$ cat src/rtl/mem_io_sink.sv
// Snoops the CPU memory-write monitor port, queues in-window writes as {addr, data}
// records in a show-ahead FIFO, and flags/counts any record dropped because the FIFO was full.
module mem_io_sink #(
    parameter int unsigned DEPTH    = 8,
    parameter logic [7:0]  IO_BASE  = 8'hF0,
    parameter logic [7:0]  IO_LIMIT = 8'hFF
) (
    input  logic                     clk,
    input  logic                     rst,
    input  logic                     MemRW_IO,
    input  logic [7:0]               MemAddr_IO,
    input  logic [15:0]              MemD_IO,
    output logic                     out_valid,
    input  logic                     out_ready,
    output logic [7:0]               out_addr,
    output logic [15:0]              out_data,
    output logic [$clog2(DEPTH):0]   count,
    output logic                     overflow,
    output logic [7:0]               drop_cnt,
    input  logic                     clr_ovf
);

    localparam int unsigned PTR_W = $clog2(DEPTH);
    localparam int unsigned CNT_W = PTR_W + 1;

    typedef struct packed {
        logic [7:0]  addr;
        logic [15:0] data;
    } rec_t;

    rec_t             mem_q [DEPTH];
    rec_t             wr_rec;
    rec_t             head_q, head_d;
    logic [PTR_W-1:0] rd_ptr_q, rd_ptr_d;
    logic [PTR_W-1:0] wr_ptr_q, wr_ptr_d;
    logic [CNT_W-1:0] count_q, count_d;
    logic             out_valid_q, out_valid_d;
    logic             overflow_q, overflow_d;
    logic [7:0]       drop_cnt_q, drop_cnt_d;
    logic             hit, push, pop, drop;

    // Capture decision and FIFO pointer/occupancy update.
    always_comb begin
        wr_rec      = '{addr: MemAddr_IO, data: MemD_IO};
        hit         = MemRW_IO && (MemAddr_IO >= IO_BASE) && (MemAddr_IO <= IO_LIMIT);
        pop         = out_valid_q && out_ready;
        push        = hit && ((count_q != CNT_W'(DEPTH)) || pop);
        drop        = hit && !push;

        rd_ptr_d    = rd_ptr_q;
        wr_ptr_d    = wr_ptr_q;
        count_d     = count_q;
        if (pop)  rd_ptr_d = rd_ptr_q + PTR_W'(1);
        if (push) wr_ptr_d = wr_ptr_q + PTR_W'(1);
        if (push && !pop)      count_d = count_q + CNT_W'(1);
        else if (pop && !push) count_d = count_q - CNT_W'(1);

        // Head register tracks the post-edge read slot; bypass when that slot is being written now.
        out_valid_d = (count_d != '0);
        head_d      = '0;
        if (out_valid_d) begin
            if (push && (wr_ptr_q == rd_ptr_d)) head_d = wr_rec;
            else                                head_d = mem_q[rd_ptr_d];
        end
    end

    // Sticky overflow flag and saturating drop counter; a drop beats a same-cycle clear.
    always_comb begin
        overflow_d = overflow_q;
        drop_cnt_d = drop_cnt_q;
        if (drop) begin
            overflow_d = 1'b1;
            if (clr_ovf)                 drop_cnt_d = 8'd1;
            else if (drop_cnt_q != 8'hFF) drop_cnt_d = drop_cnt_q + 8'd1;
        end else if (clr_ovf) begin
            overflow_d = 1'b0;
            drop_cnt_d = 8'd0;
        end
    end

    always_ff @(posedge clk or posedge rst) begin
        if (rst) begin
            rd_ptr_q    <= '0;
            wr_ptr_q    <= '0;
            count_q     <= '0;
            out_valid_q <= 1'b0;
            head_q      <= '0;
            overflow_q  <= 1'b0;
            drop_cnt_q  <= 8'd0;
        end else begin
            rd_ptr_q    <= rd_ptr_d;
            wr_ptr_q    <= wr_ptr_d;
            count_q     <= count_d;
            out_valid_q <= out_valid_d;
            head_q      <= head_d;
            overflow_q  <= overflow_d;
            drop_cnt_q  <= drop_cnt_d;
        end
    end

    // Record storage needs no reset; occupancy alone decides what is valid.
    always_ff @(posedge clk) begin
        if (push) mem_q[wr_ptr_q] <= wr_rec;
    end

    assign out_valid = out_valid_q;
    assign out_addr  = head_q.addr;
    assign out_data  = head_q.data;
    assign count     = count_q;
    assign overflow  = overflow_q;
    assign drop_cnt  = drop_cnt_q;

endmodule

$ cat config.mk
export PLATFORM = sky130hd
export DESIGN_NAME = mem_io_sink
export DESIGN_NICKNAME = d
export VERILOG_FILES = /design/src/rtl/mem_io_sink.sv
export SDC_FILE = /design/constraint.sdc
export NUM_CORES = 1
export LEC_CHECK = 0
export ABC_AREA = 1
export CAP_MARGIN = 20
export CORE_MARGIN = 10
export CORE_UTILIZATION = 36
export CTS_CLUSTER_DIAMETER = 30
export DETAILED_ROUTE_END_ITERATION = 10
export PLACE_DENSITY_LB_ADDON = 0.25
export SLEW_MARGIN = 20
export SYNTH_ARGS = -nofsm -noshare
export SYNTH_HDL_FRONTEND = slang
export SYNTH_SLANG_ARGS = --single-unit
$ cat constraint.sdc
create_clock -name clk -period 3.3 [get_ports clk]
set_clock_uncertainty 0.05 [all_clocks]
set_input_delay 0.33 -clock clk [delete_from_list [all_inputs] [get_ports clk]]
set_output_delay 0.33 -clock clk [all_outputs]
set_load 0.02 [all_outputs]
==> flow_metrics.env <==
export IMPL_ctsLongestPathBuffers=3
export IMPL_antenna_found_initial=0
export IMPL_drt_total_wl_um=28300
export IMPL_yosysSeqAreaShare=0.646
export IMPL_cp_required_ns=3.45
export IMPL_post_cts_resize_count=0
export IMPL_synth_seq_cells=236
export IMPL_layout_drive_gt1_share=0.120
export IMPL_min_path_type="input pin to async pin"
export IMPL_ys_async_sr_fraction=0.186
export IMPL_die_h_um=192
export IMPL_grt_pass1_wl_um=44600
export IMPL_finalCritPeriodShare=0.737
export IMPL_avgViaCountPerCell=4.77
export IMPL_worstSetupStartpointType="flop"
export IMPL_final_net_count=1226
export IMPL_wl_per_cell_um=17.5
export IMPL_report_final_hold_viol_count=0
export IMPL_via_count=7723
export IMPL_drt_pass1_iterations=5
export IMPL_grt_util_met1=0.206
export IMPL_use_met3=0.0308
export IMPL_ir_drop_mv=0.548
export IMPL_die_area_um2=36800
export IMPL_grt_pass1_vias=7767
export IMPL_crit_type="flop to flop"
export IMPL_rr_worst_depth=8
export IMPL_numCtsBuffers=53
export IMPL_start_util=0.367
export IMPL_grt_most_used_layer="met2"
export IMPL_die_x_um=192
export IMPL_critical_path_top_delay_family="simple AND/OR/NAND/NOR gates"
export IMPL_whs_ns=0.217
export IMPL_timing_slew_headroom=0.413
export IMPL_row_count=62
export IMPL_synthFlopType="edfxtp_1"
export IMPL_layout_min_cycle_time_ns=2.43
export IMPL_clk_pin_slew_ns=0.04
export IMPL_rsz0062_at_grt="no"
export IMPL_netlist_top_cells_area="edfxtp_1 (54%), nand2_1 (10%), dfrtp_1 (10%), nand3_1 (8.6%), inv_1 (7.1%)"
export IMPL_syn_area_per_cell_um2=9.81
export IMPL_ant_nets=0
export IMPL_grt_max_degree=81
export IMPL_clock_sinks=236
export IMPL_path_cells="inv_1 > ha_1 > nand3_1 > nor2_1 > nor2_4 > nand2_1 > nor2_2 > buf_4"
export IMPL_synthDistinctLibCells=29
export IMPL_areaGrowthSynthToFinish_pct=29.0
export IMPL_diodes=0
export IMPL_synth_largest_area_cell="edfxtp_1"
export IMPL_setup_viol_count_final=0
export IMPL_clock_fmax_mhz=411
export IMPL_drc_errors=0
export IMPL_cts_setup_buffers=0
export IMPL_status="finished, final reports clean"
export IMPL_synthesis_nets=1118
export IMPL_syn_area_um2=10600
export IMPL_io_buffers=66
export IMPL_cp_max_fo=19
export IMPL_finalMaxSlewViolations=0
export IMPL_ios=67
export IMPL_core_area_um2=28900
export IMPL_cp_depth=8
export IMPL_dp_hpwl_um=17300
export IMPL_root_buffer="clkbuf_16"
export IMPL_grt_ovfl_total=0
export IMPL_synth_edf_count=192
export IMPL_critical_path_endpoint_type="flop"
export IMPL_finalWeightedCongestion=0.831
export IMPL_cpMaxStageDelayCell="dfrtp_1"
export IMPL_clock_tree_htree_level_count=2
export IMPL_stdcell_area_um2=13700
export IMPL_p_per_area_nw_per_um2=965
export IMPL_cts_tree="done"
export IMPL_grtUsageTotal=0.156
export IMPL_clkLatencyLatePin_ns=0.55
export IMPL_hold_buffers=0
export IMPL_ys_warn_count=0
export IMPL_synthCells=1084
export IMPL_p_leak_nw=5.96
export IMPL_fillers=2635
export IMPL_critPathBufInv=2
export IMPL_cp_arrival_ns=2.58
export IMPL_worst_slew_pin_transition_ns=0.879
export IMPL_dr_first_iter_drc_count=617
export IMPL_placed_area_um2=11900
export IMPL_yosys_top_cells_count="nand2_1 (295), inv_1 (200), edfxtp_1 (192), nand3_1 (182), dfrtp_1 (44)"
export IMPL_grtUsageMet2=0.248
export IMPL_max_cap_violations=0
export IMPL_synthDominantCellAreaShare=0.542
export IMPL_slowest_delay_ns=0.43
export IMPL_synth_most_common_cell="nand2_1"
placed cells by master, fill, tap and decap left out, types with 5 or more instances in the layout:
cell type	n
buf_4	29
bufinv_16	7
clkbuf_1	8
clkbuf_16	54
clkdlybuf4s50_1	66
clkinv_2	10
clkinvlp_4	10
dfrtp_1	44
edfxtp_1	192
ha_1	5
inv_1	199
nand2_1	293
nand2_2	8
nand3_1	181
nand3b_1	20
nand4_1	15
nor2_1	38
nor3_2	5
o21ai_0	7
kinds of logic after synthesis:
family,Yosys count,share of synthesized area
buf+inv,249,0.0940
compound gates,20,0.0114
fa+ha+maj,5,0.00588
flops,236,0.646
simple gates,570,0.239
xor+xnor,4,0.00330
sequential cells by signal, summed over array words and instances (netlist names):
register and count:
out_addr 8, out_data 16, wr_ptr_q 3, overflow 1, count 4, rd_ptr_q 3, drop_cnt 8, mem_q 192
out_valid 1
final timing paths:
path                                       from                 endpoint  slack, ns
setup / recovery             count[0]$_DFF_PP0_   mem_q[2][10]$_DFFE_PP_       0.87
hold / removal                              rst  drop_cnt[6]$_DFFE_PP0P_       0.22
setup reg to reg             count[0]$_DFF_PP0_   mem_q[2][10]$_DFFE_PP_       0.87
hold reg to reg            overflow$_DFFE_PP0P_     overflow$_DFFE_PP0P_       0.45
max in group asynchronous                   rst    out_data[4]$_DFF_PP0_       2.45
min in group clk           overflow$_DFFE_PP0P_     overflow$_DFFE_PP0P_       0.45
report_power, final:
| group | internal (W) | switching, W |
|---|---|---|
| Sequential | 0.00349 | 0.000193 |
| Combinational | 0.00147 | 0.00283 |
| Clock | 0.00360 | 0.00166 |
| Total | 0.00856 | 0.00468 |
worst reg2reg max path, cell delays in order, from the launching register on:
cell     delay [ns]
dfrtp_1        0.43
inv_1          0.12
ha_1           0.26
nand3_1        0.15
nor2_1         0.11
nor2_4         0.25
nand2_1        0.22
nor2_2         0.15
buf_4          0.34
per-stage QoR:
step           utilization  worst slack, ns  power, W  TNS [ns]  instances
6_report             0.474            0.867    0.0132         0       1620
5_1_grt              0.474            0.684    0.0140         0       1620
4_1_cts              0.474            0.848    0.0134         0       1620
3_5_place_dp         0.411            0.441   0.00805         0       1521
3_3_place_gp         0.411            0.521   0.00805         0       1521
2_1_floorplan            -           -0.449   0.00654    -53.80       1084
final cells by class:
| class | count | area (µm²) | area share |
|---|---|---|---|
| Clock buffer | 65 | 1420 | 0.104 |
| Clock inverter | 34 | 399 | 0.0291 |
| Inverter | 203 | 763 | 0.0557 |
| Multi-Input combinational cell | 599 | 2820 | 0.206 |
| Sequential cell | 236 | 6870 | 0.501 |
| Tap cell | 384 | 480 | 0.0350 |
| Timing Repair Buffer | 99 | 958 | 0.0699 |
per-layer routing:
layer / share of wire / vias to the layer above
li1: - / 3754
met2: 0.47 / 238
met1: 0.45 / 3687
met3: 0.057 / 44
met4: 0.021 / 0
met5: 0 / -
Note: power is estimated with default switching activity, not from simulation.
